--- config.mk ---
export PLATFORM = sky130hd
export DESIGN_NAME = mult_div_unit
export DESIGN_NICKNAME = d
export VERILOG_FILES = /design/src/rtl/mult_div_unit.sv
export SDC_FILE = /design/constraint.sdc
export NUM_CORES = 1
export LEC_CHECK = 0
export ABC_AREA = 1
export CAP_MARGIN = 20
export CORE_MARGIN = 2
export CORE_UTILIZATION = 25
export DETAILED_ROUTE_END_ITERATION = 6
export GPL_TIMING_DRIVEN = 0
export PLACE_DENSITY_LB_ADDON = 0.05
export SYNTH_ARGS = -nofsm -noshare
export SYNTH_HDL_FRONTEND = slang
export SYNTH_SLANG_ARGS = --single-unit
--- constraint.sdc ---
create_clock -name clock -period 2.6 [get_ports clock]
set_input_delay 0.26 -clock clock [delete_from_list [all_inputs] [get_ports clock]]
set_output_delay 0.26 -clock clock [all_outputs]
set_load 0.03 [all_outputs]
--- src/rtl/mult_div_unit.sv ---
`default_nettype none
// ============================================================================
//  Module   : mult_div_unit
//  Function : Multi-cycle MIPS multiply/divide unit with architectural HI/LO.
//             MULT/MULTU by shift-add, DIV/DIVU by restoring division,
//             one bit per clock, followed by a sign-fixup/commit cycle.
//  Options  : `define MDU_ABORT_EN adds an 'abort' input that cancels an
//             in-flight operation without touching HI/LO.
//  Revision : 1.0  initial release
// ============================================================================
module mult_div_unit #(
    parameter int WIDTH      = 32,
    parameter int COUNT_BITS = 5
) (
    input  logic             clock,
    input  logic             reset,
    input  logic             start,
    input  logic [1:0]       op,
    input  logic [WIDTH-1:0] a,
    input  logic [WIDTH-1:0] b,
    input  logic             hi_write,
    input  logic             lo_write,
    input  logic [WIDTH-1:0] write_data,
`ifdef MDU_ABORT_EN
    input  logic             abort,
`endif
    output logic [WIDTH-1:0] hi,
    output logic [WIDTH-1:0] lo,
    output logic             busy,
    output logic             done,
    output logic             div_by_zero
);

    localparam logic [1:0] S_IDLE  = 2'd0;
    localparam logic [1:0] S_CALC  = 2'd1;
    localparam logic [1:0] S_FIXUP = 2'd2;

    localparam logic [COUNT_BITS-1:0] C_LAST = COUNT_BITS'(WIDTH - 1);
    localparam logic [COUNT_BITS-1:0] C_ONE  = COUNT_BITS'(1);

    logic [1:0]           r_state;
    logic [COUNT_BITS-1:0] r_count;
    logic                 r_is_div;
    logic                 r_zero_div;
    logic                 r_neg_q;      // product / quotient must be negated
    logic                 r_neg_r;      // remainder must be negated
    logic [WIDTH-1:0]     r_mag_b;      // multiplicand or divisor magnitude
    logic [2*WIDTH-1:0]   r_acc;        // {upper/remainder, multiplier/quotient}
    logic [WIDTH-1:0]     r_hi;
    logic [WIDTH-1:0]     r_lo;
    logic                 r_done;
    logic                 r_dbz;

    logic                 w_signed;
    logic                 w_a_neg;
    logic                 w_b_neg;
    logic [WIDTH-1:0]     w_mag_a;
    logic [WIDTH-1:0]     w_mag_b;
    logic                 w_b_zero;
    logic                 w_abort;
    logic [WIDTH:0]       w_mul_sum;
    logic [2*WIDTH-1:0]   w_mul_next;
    logic [WIDTH:0]       w_div_shift;
    logic [WIDTH:0]       w_div_diff;
    logic                 w_div_ge;
    logic [2*WIDTH-1:0]   w_div_next;
    logic [2*WIDTH-1:0]   w_prod_fix;
    logic [WIDTH-1:0]     w_quot_fix;
    logic [WIDTH-1:0]     w_rem_fix;

`ifdef MDU_ABORT_EN
    assign w_abort = abort;
`else
    assign w_abort = 1'b0;
`endif

    // Operand decode: signed ops work on magnitudes and fix the sign at the end
    always_comb begin
        w_signed = ~op[0];
        w_a_neg  = w_signed & a[WIDTH-1];
        w_b_neg  = w_signed & b[WIDTH-1];
        w_mag_a  = w_a_neg ? -a : a;
        w_mag_b  = w_b_neg ? -b : b;
        w_b_zero = (b == '0);
    end

    // One iteration of shift-add multiply and restoring divide
    always_comb begin
        w_mul_sum   = {1'b0, r_acc[2*WIDTH-1:WIDTH]}
                    + {1'b0, (r_acc[0] ? r_mag_b : {WIDTH{1'b0}})};
        w_mul_next  = {w_mul_sum, r_acc[WIDTH-1:1]};
        // Remainder is always below the divisor, so the shift fits WIDTH+1 bits
        w_div_shift = r_acc[2*WIDTH-1:WIDTH-1];
        w_div_ge    = (w_div_shift >= {1'b0, r_mag_b});
        w_div_diff  = w_div_shift - {1'b0, r_mag_b};
        w_div_next  = {(w_div_ge ? w_div_diff[WIDTH-1:0] : w_div_shift[WIDTH-1:0]),
                       r_acc[WIDTH-2:0], w_div_ge};
    end

    // Sign correction applied in the commit cycle
    always_comb begin
        w_prod_fix = r_neg_q ? -r_acc : r_acc;
        w_quot_fix = r_neg_q ? -r_acc[WIDTH-1:0] : r_acc[WIDTH-1:0];
        w_rem_fix  = r_neg_r ? -r_acc[2*WIDTH-1:WIDTH] : r_acc[2*WIDTH-1:WIDTH];
    end

    // Control FSM, datapath and HI/LO architectural registers
    always_ff @(posedge clock) begin
        if (reset) begin
            r_state    <= S_IDLE;
            r_count    <= '0;
            r_is_div   <= 1'b0;
            r_zero_div <= 1'b0;
            r_neg_q    <= 1'b0;
            r_neg_r    <= 1'b0;
            r_mag_b    <= '0;
            r_acc      <= '0;
            r_hi       <= '0;
            r_lo       <= '0;
            r_done     <= 1'b0;
            r_dbz      <= 1'b0;
        end else begin
            r_done <= 1'b0;
            r_dbz  <= 1'b0;
            case (r_state)
                S_IDLE: begin
                    if (start) begin
                        r_is_div   <= op[1];
                        r_zero_div <= op[1] & w_b_zero;
                        r_neg_q    <= w_a_neg ^ w_b_neg;
                        r_neg_r    <= w_a_neg;
                        r_mag_b    <= w_mag_b;
                        r_acc      <= {{WIDTH{1'b0}}, w_mag_a};
                        r_count    <= '0;
                        r_state    <= (op[1] & w_b_zero) ? S_FIXUP : S_CALC;
                    end else begin
                        if (hi_write) r_hi <= write_data;
                        if (lo_write) r_lo <= write_data;
                    end
                end
                S_CALC: begin
                    if (w_abort) begin
                        r_state <= S_IDLE;
                    end else begin
                        r_acc   <= r_is_div ? w_div_next : w_mul_next;
                        r_count <= r_count + C_ONE;
                        if (r_count == C_LAST) r_state <= S_FIXUP;
                    end
                end
                S_FIXUP: begin
                    r_state <= S_IDLE;
                    if (!w_abort) begin
                        r_done <= 1'b1;
                        if (r_zero_div) begin
                            r_dbz <= 1'b1;
                        end else if (r_is_div) begin
                            r_hi <= w_rem_fix;
                            r_lo <= w_quot_fix;
                        end else begin
                            r_hi <= w_prod_fix[2*WIDTH-1:WIDTH];
                            r_lo <= w_prod_fix[WIDTH-1:0];
                        end
                    end
                end
                default: r_state <= S_IDLE;
            endcase
        end
    end

    assign hi          = r_hi;
    assign lo          = r_lo;
    assign busy        = (r_state != S_IDLE);
    assign done        = r_done;
    assign div_by_zero = r_dbz;

endmodule
`default_nettype wire

==> results.cfg, run 1 <==
[outcome]
run_status = finished clean

[route]
vias = 20630
post_drt_wl_per_cell_um = 23.04
viasPerCell = 5.083
drt-initial-drc-count = 1756
wl_um = 93540
post-route-drc-count = 0
drtPass1Iterations = 5
final_antenna_net_count = 0

[global_route]
grt_first_pass_wirelength_um = 132100
antenna_found_initial = 2
grt_max_degree = 17
grt_overflow = 0
grt_usage = 0.2660
grt_pass1_vias = 19020

[floorplan]
die_area_um2 = 68710
die_x_um = 262.1
coreArea_um2 = 65860
rows = 94
die_y_um = 262.1
start_util = 0.2529
io_pins = 170

[timing]
fin_tns_setup_ps = 0
finalCritPeriodShare = 0.9954
hold_violations = 0
rsz0062_at_grt = yes
slew_viol_final = 0
finClkSkew_ps = 35.00
fmax_mhz = 386.4
fin_ws_ps = 11.88
fin_crit_ps = 2588
tightest_slew_ps = 1007
final-setup-viol-count = 0
relSlewSlack = 0.3285

[cts]
clk_pin_slew_ps = 80
root_buffer = clkbuf_16
cts.sinks = 173
htreeDepth = 4
cts_max_path_buffers = 2
numCtsBuffers = 17
cts_tree = yes
clk_latency_ps = 500

[synth]
yosysWarningCount = 0
synth_cell_type_count = 48
syn_avg_cell_area_um2 = 5.607
synth_flop_cell = dfxtp_1
netlist_area_um2 = 16660
synthCells = 2971
synth_seq_cells = 173
async_reset_ff_frac = 0
synth_edf_count = 0
seq_area_frac_synth = 0.2079
syn-num-nets = 3146

[power]
leakage_nw = 9.379
vdd_drop_max_mv = 0.2772
power_density_nw_per_um2 = 541.3

[min_path]
min_path_cells = 3
hold_start = b[0]
hold_path.class = in2reg
hold_end = r_mag_b[0]

[finish]
fin_area_um2 = 21490
layout_common_cells = nand2_1 (723), inv_1 (378), a21oi_1 (310)
syn_to_final_growth_pct = 28.98
fin_cells = 4059
final_common_cell = nand2_1
layout.nets = 3357
drive_gt1_frac = 0.1281
seq_area_um2 = 3603
fillCellCount = 7495
multiInputGateArea_um2 = 12200

[worst_setup_path]
worstPathArrival_ps = 3000
cp-end-kind = flop
crit_required_ps = 3010
reg2reg_to = r_acc[63]
r2r_slack_ps = 10
reg2reg_from = r_acc[0]
worst-setup-path-type = reg2reg
reg2reg_depth = 17
path_max_fanout = 10
start_kind = flop

[placement]
io_buffers = 168
dpl.cell_count = 4003
gp_congestion = 0.9545
place_hpwl_um = 77930
pre_cts_ws_ps = -1096
post_dp_cell_area_um2 = 19420

[job]
max-cap-violations = 0
registers in the layout (all words and copies together), names as in the netlist, 2 cells and up:
name and cells:
r_acc 64, hi 32, lo 32, r_mag_b 32, r_count 5, r_state 2
cells by family (layout without fill, tap and decap cells):
kind of cell / Yosys count / in the layout / share of synthesized area
compound gates: 695 / 695 / 0.2196
xor+xnor: 32 / 32 / 0.01682
fa+ha+maj: 72 / 72 / 0.05498
buf+inv: 530 / 752 / 0.1230
flops: 173 / 173 / 0.2079
other cells: 0 / 2 / 0
simple gates: 1469 / 1469 / 0.3777
how the worst max path moves through the flow:
stage | startpoint | endpoint | slack, ps | depth (start not counted)
after floorplan | r_acc[0] | r_acc[51] | 20 | 17
after global placement | r_acc[0] | r_acc[51] | -1140 | 17
after detailed placement | r_acc[0] | r_acc[51] | -1100 | 17
after CTS | r_acc[42] | r_acc[61] | -10 | 15
after global routing | r_acc[0] | r_acc[63] | -100 | 17
final | r_acc[0] | r_acc[63] | 10 | 17
per-stage QoR:
step	total power, mW	hold WS [ps]	utilization
2_1_floorplan	6.286	418.2	-
3_3_place_gp	8.376	453.0	0.2949
3_5_place_dp	8.369	456.9	0.2949
4_1_cts	11.35	342.9	0.3111
5_1_grt	12.30	383.9	0.3262
6_report	11.63	381.0	0.3262
worst max-delay path, stage by stage (launching register included):
cell and delay [ps]:
dfxtp_2 320, buf_8 140, buf_4 180, nand2_1 60, inv_1 60, ha_2 380, nand2_1 120, nor2_2 190
nand2_1 120, nor4_2 190, nand2_2 130, nand3_2 110, nand2_1 50, nand2_1 60, nand2_1 50, inv_1 100
nand2_2 100, a21oi_1 140
power breakdown:
group	switching (mW)	leakage (nW)	internal, mW	total, mW
clock network	1.29	0.291	1.53	2.82
registers	0.436	1.46	2.94	3.38
logic	3.67	7.63	1.76	5.43
total	5.40	9.38	6.23	11.6
per-layer routing:
| metal | up-vias | track usage | wire (um) |
|---|---|---|---|
| li1 | 10180 | - | - |
| met1 | 9704 | 0.3966 | 46300 |
| met2 | 670 | 0.3985 | 39600 |
| met3 | 76 | 0.03723 | 5671 |
| met4 | 2 | 0.06434 | 1957 |
| met5 | - | 0 | 13 |
final cells by class:
type | instances | area share
Tap cell | 864 | 0.05031
Timing Repair Buffer | 193 | 0.08735
Multi-Input combinational cell | 2268 | 0.5676
Clock buffer | 17 | 0.01980
Sequential cell | 173 | 0.1677
Antenna cell | 2 | 0.0002329
Buffer | 117 | 0.02632
Clock inverter | 13 | 0.008385
Inverter | 412 | 0.07232
what timing repair did:
action                     in CTS  in global routing
hold buffers                    0                  0
pin swaps                      10                 33
gates cloned                    0                  1
setup endpoints to repair      69                 73
gates resized for setup       137                233
setup buffers                   8                 16
synth_stat cells, types with 4 or more instances:
cell type / instances / area share
buf_4: 4 / 0.0018
nor2_1: 279 / 0.063
nand3_2: 4 / 0.0024
nand2_2: 5 / 0.0019
o21ai_0: 264 / 0.079
clkbuf_1: 83 / 0.019
nand3_1: 298 / 0.090
o31ai_1: 4 / 0.0018
ha_1: 70 / 0.053
nand4_1: 40 / 0.015
a31oi_1: 27 / 0.010
nor3_1: 28 / 0.0084
dfxtp_1: 173 / 0.21
nand2_1: 753 / 0.17
a21o_1: 5 / 0.0023
o21ai_1: 14 / 0.0042
a21oi_1: 339 / 0.10
o21ai_2: 6 / 0.0032
inv_2: 17 / 0.0038
or2_0: 4 / 0.0015
nand3b_1: 14 / 0.0063
nor4_1: 9 / 0.0034
or2_2: 13 / 0.0049
xor2_1: 27 / 0.014
o211ai_1: 12 / 0.0054
nor2_2: 13 / 0.0049
inv_1: 395 / 0.089
o21bai_1: 10 / 0.0045
xnor2_1: 5 / 0.0026
buf_1: 11 / 0.0025
buf_2: 17 / 0.0051
(Power assumes the default switching activity.)
==> run 2: changes to the inputs <==
--- a/config.mk
+++ b/config.mk
@@ -11,7 +11,7 @@
 export CORE_UTILIZATION = 25
 export DETAILED_ROUTE_END_ITERATION = 6
 export GPL_TIMING_DRIVEN = 0
-export PLACE_DENSITY_LB_ADDON = 0.05
+export PLACE_DENSITY = 0.46
 export SYNTH_ARGS = -nofsm -noshare
 export SYNTH_HDL_FRONTEND = slang
 export SYNTH_SLANG_ARGS = --single-unit
==> results.cfg, run 2 (synthesis gave the netlist of run 1 again) <==
[cts]
root_buffer = clkbuf_16
numCtsBuffers = 17
cts_max_path_buffers = 2
cts_tree = yes
clk_pin_slew_ps = 80
cts.sinks = 173
ctsHoldBuffers = 0
clk_latency_ps = 500
htreeDepth = 4

[worst_setup_path]
worstPathArrival_ps = 3010
cpPeakStageDelay_ps = 400
path_max_fanout = 6
start_kind = flop
reg2reg_from = r_acc[0]
path_cells = buf_6 > buf_8 > nand2_1 > inv_2 > ha_4 > inv_2 > fa_2 > o21ai_4 > nand2_1 > nand2_2 > nand3_1 > nand3_2 > nand2_1 > nand2_1 > o21ai_1 > inv_1 > nand2_1 > a21oi_1
worst-setup-path-type = reg2reg
reg2reg_depth = 18
reg2reg_to = r_acc[53]
crit_required_ps = 3020
cpMostUsedCell = nand2_1
cp-end-kind = flop
r2r_slack_ps = 10
critPathSlowestCell = fa_2

[placement]
io_buffers = 168
pre_cts_ws_ps = -881.5
gp_congestion = 0.9713
place_hpwl_um = 71720

[min_path]
hold_path.class = in2reg
hold_end = lo[7]
hold_start = write_data[7]
min_path_cells = 3

[power]
total_power_mw = 11.35
leakage_nw = 9.339
power_density_nw_per_um2 = 532.7
vdd_drop_max_mv = 0.4598

[timing]
hold_violations = 0
tightest_slew_ps = 959.3
relSlewSlack = 0.3605
fmax_mhz = 386.1
slew_viol_final = 0
fin_crit_ps = 2590
final-setup-viol-count = 0
finalCritPeriodShare = 0.9961
rsz0062_at_grt = yes
fin_tns_setup_ps = 0
fin_ws_ps = 10.14
finClkSkew_ps = 12.28

[finish]
final_common_cell = nand2_1
layout_common_cells = nand2_1 (722), inv_1 (386), a21oi_1 (318)
drive_gt1_frac = 0.1164
syn_to_final_growth_pct = 27.88
largest_reg_flops = 64
layout.nets = 3359
largest-register = r_acc
antenna_cells = 0

[global_route]
antenna_found_initial = 2
busiest_layer = met2
grt_use_met3 = 0.02517
grt_max_degree = 19
use_met1 = 0.3594
grt_first_pass_wirelength_um = 126300
grt_pass1_vias = 19150
grt_overflow = 0
met2_usage = 0.3898
grt_usage = 0.2486

[route]
final_antenna_net_count = 0
wl_um = 86990
post_drt_wl_per_cell_um = 21.42
vias = 20710
drtPass1Iterations = 5
post-route-drc-count = 0
viasPerCell = 5.100
drt-initial-drc-count = 1947

[outcome]
run_status = finished clean

[floorplan]
start_util = 0.2529
coreArea_um2 = 65860
die_x_um = 262.1
rows = 94
die_area_um2 = 68710
io_pins = 170
die_y_um = 262.1

[job]
max-cap-violations = 0
-- run 2: changes by cell type in the layout (fill, tap and decap cells not counted), moves of 4 or more --
cell | before | now
nor2_2 | 28 | 23
inv_1 | 378 | 386
inv_2 | 32 | 25
o21ai_2 | 13 | 9
a21oi_1 | 310 | 318
clkbuf_1 | 67 | 72
dfxtp_4 | 29 | 25
nand3_1 | 277 | 286
o21ai_0 | 247 | 253
nand3_2 | 20 | 14
buf_2 | 17 | 13
a21oi_4 | 5 | 0
ha_1 | 18 | 22
-- run 2: through the flow --
step	area, um2	util	cells	hold slack [ps]
after floorplan	16660	-	2971	418.2
after global placement	19420	0.2949	4003	461.4
after detailed placement	19420	0.2949	4003	460.5
after CTS	20510	0.3115	4044	349.9
after global routing	21300	0.3234	4061	386.9
final	21300	0.3234	4061	378.8
-- run 2: final cells by class --
cell class	instances	area (um2)
inverter	412	1550
fill	7523	44560
clock buffer	17	425.4
buffer	118	550.5
timing repair buffer	194	1919
sequential	173	3592
clock inverter	15	173.9
multi-input combinational	2268	12010
tap	864	1081
-- run 2: worst max-delay path, delay by kind of cell (launching register included) --
kind            cells  cell delay, ps
compound gates      3             410
fa+ha+maj           2             540
buf+inv             5             560
flops               1             330
simple gates        8             670
-- run 2: how the worst max path moves through the flow --
stage	end	cells past startpoint	start	slack, ps
after floorplan	r_acc[51]	17	r_acc[0]	20
after global placement	r_acc[53]	18	r_acc[0]	-890
after detailed placement	r_acc[53]	17	r_acc[0]	-880
after CTS	r_acc[63]	15	r_mag_b[3]	-30
after global routing	r_acc[58]	17	r_acc[0]	-110
final	r_acc[53]	18	r_acc[0]	10
-- run 2: what timing repair did --
action | 4_1_cts | 5_1_grt
gates resized for setup | 140 | 169
buffers inserted | 9 | 16
gates cloned | 0 | 1
setup endpoints to repair | 35 | 74
pin swaps | 9 | 21
-- run 2: report_power, final --
part           total (mW)  switching (mW)  internal (mW)  leakage [nW]
Clock                2.73            1.36           1.37         0.290
Sequential           3.35           0.411           2.94          1.45
Combinational        5.27            3.54           1.73          7.60
-- run 2: layer usage --
layer  wire length (um)  vias to the layer above
met3               5237                      102
met2              38410                      711
met5                 13                        -
li1                   -                    10180
met4               2225                        2
met1              41100                     9718
==> run 3: changes to the inputs <==
--- a/config.mk
+++ b/config.mk
@@ -10,8 +10,10 @@
 export CORE_MARGIN = 2
 export CORE_UTILIZATION = 25
 export DETAILED_ROUTE_END_ITERATION = 6
+export DONT_BUFFER_PORTS = 1
 export GPL_TIMING_DRIVEN = 0
-export PLACE_DENSITY = 0.46
+export PLACE_DENSITY = 0.41
+export SLEW_MARGIN = 10
 export SYNTH_ARGS = -nofsm -noshare
 export SYNTH_HDL_FRONTEND = slang
 export SYNTH_SLANG_ARGS = --single-unit
==> constraint.sdc (replaced) <==
create_clock -name clock -period 2.8 [get_ports clock]
set_input_delay 0.28 -clock clock [delete_from_list [all_inputs] [get_ports clock]]
set_output_delay 0.28 -clock clock [all_outputs]
set_load 0.03 [all_outputs]
==> results.cfg, run 3 (synthesis gave the netlist of run 1 again) <==
[outcome]
run_status = finished with violations
violations = design-rule violations

[placement]
dpl.cell_count = 3835
pre_cts_ws_ps = -950.5
gp_congestion = 0.9902
place_hpwl_um = 73980
io_buffers = 0

[finish]
final_common_cell = nand2_1
multiInputGateArea_um2 = 11500
fillCellCount = 7544
layout_common_cells = nand2_1 (741), inv_1 (389), a21oi_1 (330)
seq_area_um2 = 3527
fin_cells = 3928
layout.nets = 3225
syn_to_final_growth_pct = 16.48
largest_reg_flops = 64
drive_gt1_frac = 0.08488
largest-register = r_acc

[cts]
root_buffer = clkbuf_16
cts_tree = yes
cts_max_path_buffers = 2
clk_latency_ps = 510
cts.sinks = 173
clk_pin_slew_ps = 80
numCtsBuffers = 17
htreeDepth = 4

[power]
power_density_nw_per_um2 = 523.2
leakage_nw = 8.797
vdd_drop_max_mv = 0.4996

[min_path]
hold_path.class = in2reg
hold_end = hi[26]
min_path_cells = 2
hold_start = write_data[26]

[timing]
finClkSkew_ps = 32.99
tightest_slew_ps = 1043
fin_crit_ps = 2763
relSlewSlack = 0.3048
fmax_mhz = 362.0
fin_ws_ps = 37.31
final-setup-viol-count = 0
fin_hold_ws_ps = 22.03
rsz0062_at_grt = yes
finalCritPeriodShare = 0.9867
slew_viol_final = 0
hold_violations = 0
fin_tns_setup_ps = 0

[global_route]
grt_first_pass_wirelength_um = 128000
antenna_found_initial = 0
grt_pass1_vias = 19280
grt_overflow = 0
grt_usage = 0.2543
grt_max_degree = 22

[route]
post-route-drc-count = 1
drtPass1Iterations = 7
final_antenna_net_count = 0
wl_um = 89430
post_drt_wl_per_cell_um = 22.77
drt-initial-drc-count = 2135
viasPerCell = 5.227
vias = 20530

[floorplan]
io_pins = 170
die_y_um = 262.1
start_util = 0.2529
die_area_um2 = 68710
rows = 94
die_x_um = 262.1
coreArea_um2 = 65860

[job]
max-cap-violations = 0

[worst_setup_path]
worst-setup-path-type = reg2reg
path_max_fanout = 10
r2r_slack_ps = 40
worstPathArrival_ps = 3120
reg2reg_depth = 14
start_kind = flop
crit_required_ps = 3160
reg2reg_from = r_acc[44]
reg2reg_to = r_acc[63]
cp-end-kind = flop
==> run 3: cell count changes in the layout (fill, tap and decap cells not counted), moves of 21 or more <==
cell             before  now
clkdlybuf4s50_1     168    0
ha_1                 22   55
dlygate4sd3_1         0   51
dfxtp_4              25    4
ha_4                 32    7
==> run 3: power by group <==
part | internal [mW] | leakage [nW] | switching (mW)
Sequential | 2.73 | 1.44 | 0.619
Combinational | 1.23 | 7.05 | 2.94
Clock | 1.24 | 0.303 | 1.39
Total | 5.20 | 8.80 | 4.95
==> run 3: layer usage <==
metal | GRT usage | part of all wire
met3 | 0.03356 | 0.073
met4 | 0.06780 | 0.022
met5 | 0 | 0
met2 | 0.4042 | 0.45
met1 | 0.3595 | 0.46
==> run 3: how the worst max path moves through the flow <==
stage,startpoint,end,slack [ps],cells after the start
finish,r_acc[44],r_acc[63],40,14
global route,r_acc[0],r_acc[51],-40,19
CTS,r_acc[0],r_acc[51],6,19
detailed placement,r_acc[0],r_acc[61],-950,17
global placement,r_acc[0],r_acc[61],-980,17
floorplan,r_acc[0],r_acc[51],220,17
==> run 3: layout make-up <==
| cell class | count | share of cell area |
|---|---|---|
| clock buffers | 17 | 0.02192 |
| diodes | 1 | 0.0001290 |
| clock inverters | 15 | 0.01077 |
| inverters | 412 | 0.07970 |
| plain buffers | 118 | 0.02773 |
| flip-flops and latches | 173 | 0.1818 |
| well taps | 864 | 0.05571 |
| multi-input cells | 2268 | 0.5925 |
| repair buffers | 60 | 0.02979 |
==> run 3: critical path: stages, from the launching register on <==
cell and delay, ps:
dfxtp_2 580, ha_1 360, nand2_1 150, nor2_2 80, nand2_1 110, nor2_1 80, nand2_1 130, nand2_2 100
nor2_8 270, nand2_8 100, buf_6 170, nand3_1 100, nand3_2 120, nand2_2 180, a21oi_1 80
==> run 3: stage by stage <==
step	cell area, um2	total power, mW	utilization
finish	19400	10.15	0.2946
global route	19400	10.72	0.2946
CTS	19040	10.05	0.2890
detailed placement	17740	7.304	0.2693
global placement	17740	7.314	0.2693
floorplan	16660	5.837	-
==> run 3: repair_timing <==
action                     4_1_cts  5_1_grt
pin swaps                        2       13
hold endpoints to repair        70        0
cloned                           0        0
resized for setup               60      104
hold buffers                    51        0
buffers inserted                 4        5
setup endpoints to repair       30       35
